`config.mk`:
```
export PLATFORM = sky130hd
export DESIGN_NAME = inst_fetch_unit
export DESIGN_NICKNAME = d
export VERILOG_FILES = /design/src/rtl/inst_fetch_unit.sv
export SDC_FILE = /design/constraint.sdc
export NUM_CORES = 1
export LEC_CHECK = 0
export CORE_UTILIZATION = 50
export DETAILED_ROUTE_END_ITERATION = 8
export GPL_TIMING_DRIVEN = 0
export PLACE_DENSITY = 0.89
export SLEW_MARGIN = 20
export SYNTH_ARGS = -nofsm -noshare
export SYNTH_HDL_FRONTEND = slang
export SYNTH_SLANG_ARGS = --single-unit
export TNS_END_PERCENT = 1
```
`constraint.sdc`:
```
create_clock -name clk -period 3.9 [get_ports clk]
set_clock_uncertainty 0.1 [all_clocks]
set_input_delay 0.78 -clock clk [delete_from_list [all_inputs] [get_ports clk]]
set_output_delay 0.78 -clock clk [all_outputs]
set_load 0.05 [all_outputs]
```
`src/rtl/inst_fetch_unit.sv`:
```
// inst_fetch_unit: owns the PC, fetches from combinational instruction memory into a small FIFO for decode.
// Optional macro INST_FETCH_PERF_EN adds perf_fetch_cnt / perf_bp_cnt counters.
module inst_fetch_unit #(
  parameter logic [31:0] RESET_PC = 32'h0000_0000,
  parameter int          DEPTH    = 2
) (
  input  logic        clk,
  input  logic        rst,
  output logic        inst_ce,
  output logic [31:0] inst_addr,
  input  logic [31:0] inst_data,
  input  logic        stall,
  input  logic        redirect_en,
  input  logic [31:0] redirect_pc,
  output logic        id_valid,
  input  logic        id_ready,
  output logic [31:0] id_inst,
  output logic [31:0] id_pc,
  output logic        id_err
`ifdef INST_FETCH_PERF_EN
  ,
  output logic [31:0] perf_fetch_cnt,
  output logic [31:0] perf_bp_cnt
`endif
);
  localparam int AW = $clog2(DEPTH);
  localparam logic [AW:0] FULL = (AW+1)'(DEPTH);
  logic [31:0]   pc_q, pc_d;
  logic          err_lock_q, err_lock_d;
  logic [AW:0]   count_q, count_d;
  logic [AW-1:0] head_q, head_d, tail_q, tail_d;
  logic [31:0]   pc_mem_q [DEPTH];
  logic [31:0]   inst_mem_q [DEPTH];
  logic [DEPTH-1:0] err_mem_q;
  logic aligned, push, pop;
  // A misaligned PC still occupies a slot, as an error marker instead of a fetch
  always_comb begin
    aligned    = pc_q[1:0] == 2'b00;
    push       = rst & ~stall & ~redirect_en & ~err_lock_q & (count_q < FULL);
    inst_ce    = push & aligned;
    inst_addr  = pc_q;
    id_valid   = (count_q != '0) & ~redirect_en;
    pop        = id_valid & id_ready;
    id_inst    = id_valid ? inst_mem_q[head_q] : '0;
    id_pc      = id_valid ? pc_mem_q[head_q] : '0;
    id_err     = id_valid ? err_mem_q[head_q] : 1'b0;
    pc_d       = redirect_en ? redirect_pc : (inst_ce ? pc_q + 32'd4 : pc_q);
    err_lock_d = redirect_en ? 1'b0 : (err_lock_q | (push & ~aligned));
    count_d    = redirect_en ? '0 : count_q + (AW+1)'(push) - (AW+1)'(pop);
    head_d     = redirect_en ? '0 : head_q + AW'(pop);
    tail_d     = redirect_en ? '0 : tail_q + AW'(push);
  end
  always_ff @(posedge clk) begin
    if (!rst) begin
      pc_q       <= RESET_PC;
      err_lock_q <= 1'b0;
      count_q    <= '0;
      head_q     <= '0;
      tail_q     <= '0;
    end else begin
      pc_q       <= pc_d;
      err_lock_q <= err_lock_d;
      count_q    <= count_d;
      head_q     <= head_d;
      tail_q     <= tail_d;
    end
  end
  always_ff @(posedge clk) begin
    if (push) begin
      pc_mem_q[tail_q]   <= pc_q;
      inst_mem_q[tail_q] <= aligned ? inst_data : '0;
      err_mem_q[tail_q]  <= ~aligned;
    end
  end
`ifdef INST_FETCH_PERF_EN
  logic [31:0] perf_fetch_q, perf_fetch_d, perf_bp_q, perf_bp_d;
  always_comb begin
    perf_fetch_d   = perf_fetch_q + 32'(push);
    perf_bp_d      = perf_bp_q + 32'(id_valid & ~id_ready);
    perf_fetch_cnt = perf_fetch_q;
    perf_bp_cnt    = perf_bp_q;
  end
  always_ff @(posedge clk) begin
    if (!rst) begin
      perf_fetch_q <= '0;
      perf_bp_q    <= '0;
    end else begin
      perf_fetch_q <= perf_fetch_d;
      perf_bp_q    <= perf_bp_d;
    end
  end
`endif
endmodule

```
# After elaboration in Yosys (flattened, before gate mapping)

Memory sizes are Yosys's and may differ from the RTL's. A register that Yosys moved wholly into a read port is not among the register bits.
Index checks and enable logic that the tools add are counted.

Bitwise operators: 14
Add/sub/neg operators: 5
Reduce and logical (&&, ||, !) cells: 5
Mux-type cells: 15
$lt $le $gt $ge: 4

Operators by type and width:

| cell                                                                         | count |
|---|---|
| 32-bit two-way mux                                                           | 5 |
| 32-bit by 3-bit adder with 32-bit output, second input constant              | 1 |
| 1-bit AND                                                                    | 8 |
| 1-bit two-way mux                                                            | 8 |
| 1-bit NOT                                                                    | 5 |
| 1-bit by 2-bit less-than comparator with 1-bit output, second input constant | 2 |
| 2-bit nonzero test                                                           | 2 |
| 1-bit adder                                                                  | 2 |
| 2-bit by 1-bit adder with 2-bit output                                       | 1 |
| 2-bit bitwise mux                                                            | 1 |
| 2-bit zero test                                                              | 1 |
| 2-bit less-than comparator, second input constant                            | 1 |
| 2-bit OR reduction                                                           | 1 |
| 2-bit by 1-bit subtractor with 2-bit output                                  | 1 |
| 1-bit demux with 1-bit select                                                | 1 |
| 1-bit >= comparator, second input constant                                   | 1 |
| 1-bit logical AND                                                            | 1 |
| 1-bit bitwise OR                                                             | 1 |

Output and inout port bits: 99
Memories kept: 2
Register bits: 39
Input port bits: 69
Bits in writable memories: 128
Logic and storage cells: 51

Memory list:

| name       | depth | width | read ports | clocked after Yosys merged registers in | write ports | RTL line | RTL |
|---|---|---|---|---|---|---|---|
| inst_mem_q | 2     | 32    | 1          | 1                                       | 1           | 33       | `logic [31:0] inst_mem_q [DEPTH];` |
| pc_mem_q   | 2     | 32    | 1          | 1                                       | 1           | 32       | `logic [31:0] pc_mem_q [DEPTH];` |

# Logic depth before layout (Yosys ltp)

Gate-level depths: netlist (run 1).

Depth in word-level cells: 8
Mapped depth: 11
Gate-level depth less buffers: 10

# Worst setup path after synthesis (run 1)

No wires, ideal clock.

Path type: input -> register
Start: in redirect_en
End: reg err_mem_q[1] (enable)
Stages: 5
Slack: 257 ps
Data required time: 3370 ps
Path buffers: 1
Library setup time: 430 ps
Arrival: 3112 ps
Cell sequence: clkinv_1 > clkbuf_1 > nand2_1 > nor2_1 > ha_1

Cells in the longest elaborated chain, start to end: 4

RTL lines:

| what                          | RTL line | RTL |
|---|---|---|
| start, declared               | 13       | `input logic redirect_en,` |
| 1-bit NOT                     | 39       | `push = rst & ~stall & ~redirect_en & ~err_lock_q & (count_q < FULL);` |
| 1-bit AND (3 in series)       | 39       |  |
| end signal, assigned by index | 72       | `err_mem_q[tail_q] <= ~aligned;` |
| end, declared                 | 34       | `logic [DEPTH-1:0] err_mem_q;` |

Every way passes these cells.
A chain may end at the register's enable or synchronous reset.

==> results of run 1 <==
-- cells by family after synthesis --
group / after synthesis
AOI/OAI and AO/OA: 67
xor gates and xnor gates: 7
adders and majority gates: 5
buffers and inverters: 48
DFF: 167
muxes: 68
and+or+nand+nor: 228
-- worst max-delay path, cell delays in order (launching register included) --
cell and delay (ps):
dfxtp_1 310, clkbuf_1 170, clkbuf_1 570, buf_1 610, mux2i_1 190, nor2_1 140
dlygate4sd2_1 550
-- what timing repair did --
action | CTS | global route
gates resized for setup | 62 | 6
setup endpoints to repair | 66 | 61
gates cloned | 0 | 0
-- flip-flops by register name, indices dropped and copies added (netlist names) --
signal / cells
inst_mem_q: 64
pc_mem_q: 64
inst_addr: 32
count_q: 2
err_mem_q: 2
err_lock_q: 1
head_q: 1
tail_q: 1
-- metrics by stage --
step                      worst slack (ps)  std cells
after global routing                -96.46        969
final                                49.42        969
after floorplan                      257.4        590
after global placement               -1515        936
after CTS                           -100.8        970
after detailed placement            -864.8        938
-- power by group through the flow --
stage                     combinational, mW  clock (mW)  sequential (mW)
after floorplan                       0.152           0             2.13
after global placement                0.393           0             2.07
after detailed placement              0.404           0             2.07
after CTS                             0.404        1.81             2.03
after global routing                  0.429        1.87             2.04
final                                 0.405        1.79             2.03
-- layout make-up --
type | instances | area share [%]
timing repair buffer | 168 | 16.75
clock buffer | 19 | 4.523
clock inverter | 13 | 1.993
inverter | 11 | 0.4344
buffer | 36 | 1.584
tap | 180 | 2.300
multi-input combinational | 375 | 24.98
sequential | 167 | 47.43
-- synthesized netlist by cell type, drive strengths merged (3+ instances only) --
cell type | instances | area (um2)
a21oi | 9 | 45.04
nor3 | 8 | 40.04
o31ai | 4 | 30.03
o21ai | 18 | 90.09
and3 | 4 | 25.02
clkbuf | 26 | 97.59
and4 | 4 | 35.03
xor2 | 3 | 26.28
nor2 | 82 | 307.8
mux2i | 67 | 670.6
edfxtp | 130 | 3904
nor4 | 9 | 56.30
ha | 5 | 62.56
or3 | 11 | 68.82
nand2 | 25 | 93.84
a31oi | 11 | 68.82
inv | 10 | 37.54
or4 | 8 | 60.06
nand4 | 11 | 68.82
dfxtp | 37 | 740.7
buf | 11 | 47.55
xnor2 | 4 | 35.03
and2 | 35 | 219.0
nand3 | 22 | 110.1
a311oi | 3 | 26.28
-- metal layers --
layer	wire, um	vias to the layer above	part of all wire [%]	global-route usage [%]
li1	-	2569	-	-
met1	7320	2675	40	30.88
met2	9127	312	49	42.45
met3	1684	34	9.1	7.017
met4	317	0	1.7	10.75
met5	0	-	0	0
-- worst max path at each step --
stage                 from         endpoint  slack, ps  cells after the start
2_1_floorplan  redirect_en     err_mem_q[1]        260                      5
3_3_place_gp   redirect_en  pc_mem_q[1][14]      -1510                      6
3_5_place_dp   redirect_en        id_pc[11]       -860                      7
4_1_cts             head_q        id_pc[21]       -100                      6
5_1_grt             head_q      id_inst[24]       -100                      6
6_report            head_q         id_pc[8]         50                      6
==> reports/results.tsv, run 1 <==
stage	metric	value	unit
outcome	status	finished, final reports clean	
timing	worstMarginPinSlew	733.2	ps
grt	first_global_vias	5515	
clock_network	ctsLongestPathBuffers	2	
cells_and_area	diodes	0	
cells_and_area	areaGrowthSynthToFinish	35.21	%
synth	async_reset_ff_share	0	%
detailed_routing	wl	18.45	mm
cells_and_area	nFillCells	1011	
synth	synth-xor-area-share	0.8466	%
hold_path	hold_path_class	flop to flop	
timing	rsz0062_at_grt	true	
synth	synth-seq-cells	167	
power_and_ir_drop	pwr-share-comb	9.6	%
synth	synth_area	7242	um2
grt	antenna_found_initial	0	
grt	grt_pass1_wl	28.17	mm
setup_path	startpoint_type	flop	
setup_path	end_kind	output port	
placement	place_congestion	0.8989	
clock_network	clk_pin_slew	70	ps
detailed_routing	drtPass1Iterations	5	
die	die_h	122.4	um
synth	synth_ff_type	edfxtp_1	
setup_path	r2r-end	inst_addr[28]	
detailed_routing	routedWlPerCell	19.04	um
synth	synthDistinctLibCells	51	
detailed_routing	drt_iter0_drc	478	
clock_network	clock_sinks	167	
detailed_routing	ant_nets	0	
power_and_ir_drop	power_switching	991.1	uW
clock_network	htreeDepth	4	
timing	period_minus_slack	3851	ps
job	drv_cap	0	
detailed_routing	via_per_inst	5.769	
setup_path	worst-r2r-setup-slack	1060	ps
detailed_routing	drc	0	
die	die_area	14970	um2
clock_network	cts_setup_buffers	0	
synth	synth_compound_area_share	6.220	%
power_and_ir_drop	pwr-share-seq	48.0	%
setup_path	critPathArrivalTime	2970	ps
power_and_ir_drop	power_density	431.9	nW/um2
setup_path	ff2ff_path_depth	6	
synth	yosys_warnings	0	
die	num_io_pins	168	
synth	synth_top_family_by_area	simple AND/OR/NAND/NOR gates	
synth	synth-edff-count	130	
synth	yosys.area_share.adder	0.8639	%
timing	hold_violations	0	
synth	yosys.area_share.simple	15.95	%
cells_and_area	post-route-util	70.00	%
hold_path	hold_path_end	err_lock_q	
cells_and_area	drive_above_1_share	6.844	%
cells_and_area	final_common_cell	edfxtp_1	
synth	yosysSeqAreaShare	64.13	%
setup_path	crit_type	flop to output port	
cells_and_area	layout.nets	850	
cells_and_area	multi_input_area	2446	um2
grt	grt_max_degree	41	
cells_and_area	layout_common_cells	edfxtp_1, clkdlybuf4s50_1, nor2_1	
timing	holdWs	416.3	ps
timing	tns	0	ps
die	core_area	13990	um2
timing	final-setup-viol-count	0	
timing	period_share	98.73	%
power_and_ir_drop	ir_worst_vdd	0.0002979	V
power_and_ir_drop	total_power	4.230	mW
clock_network	clkLatencyLatePin	430	ps
hold_path	min_delay_path_depth	2	
power_and_ir_drop	clock_power_share	42.4	%
power_and_ir_drop	switching_share	23.43	%
cells_and_area	fin_area	9792	um2
synth	synth_mux_area_share	9.416	%
clock_network	postCtsHoldBufs	0	
die	rows	43	
die	initial_core_util	51.77	%
cells_and_area	area.sequential	4644	um2
clock_network	cts_tree	done	
grt	grt_overflow	0	
synth	synth_cells	590	
power_and_ir_drop	cellLeakagePower	3.420	nW
setup_path	required	3020	ps
timing	slew_headroom	51.12	%
clock_network	numCtsBuffers	17	
hold_path	worstHoldStart	err_lock_q	
clock_network	root_buffer	clkbuf_16	
timing	fmax	259.7	MHz
power_and_ir_drop	internal_power	3.239	mW
setup_path	reg2reg_from	inst_addr[10]	
detailed_routing	dr_total_vias	5590	
placement	dp_hpwl	12.68	mm
timing	drv_slew	0	
setup_path	cp_max_fo	10	
placement	portBuffers	166	
grt	gr-usage-all-layers	25.41	%
synth	syn-num-nets	664	
synth	synth.avg_cell_area	12.27	um2
placement	dpl_cell_area	9194	um2
die	die_w	122.4	um
(Power assumes the default switching activity.)
==> run 2: changes to the inputs <==
--- a/config.mk
+++ b/config.mk
@@ -5,6 +5,7 @@
 export SDC_FILE = /design/constraint.sdc
 export NUM_CORES = 1
 export LEC_CHECK = 0
+export ABC_AREA = 0
 export CORE_UTILIZATION = 50
 export DETAILED_ROUTE_END_ITERATION = 8
 export GPL_TIMING_DRIVEN = 0
==> results of run 2 <==
Final layout, timing and power as in run 1 (identical DEF).
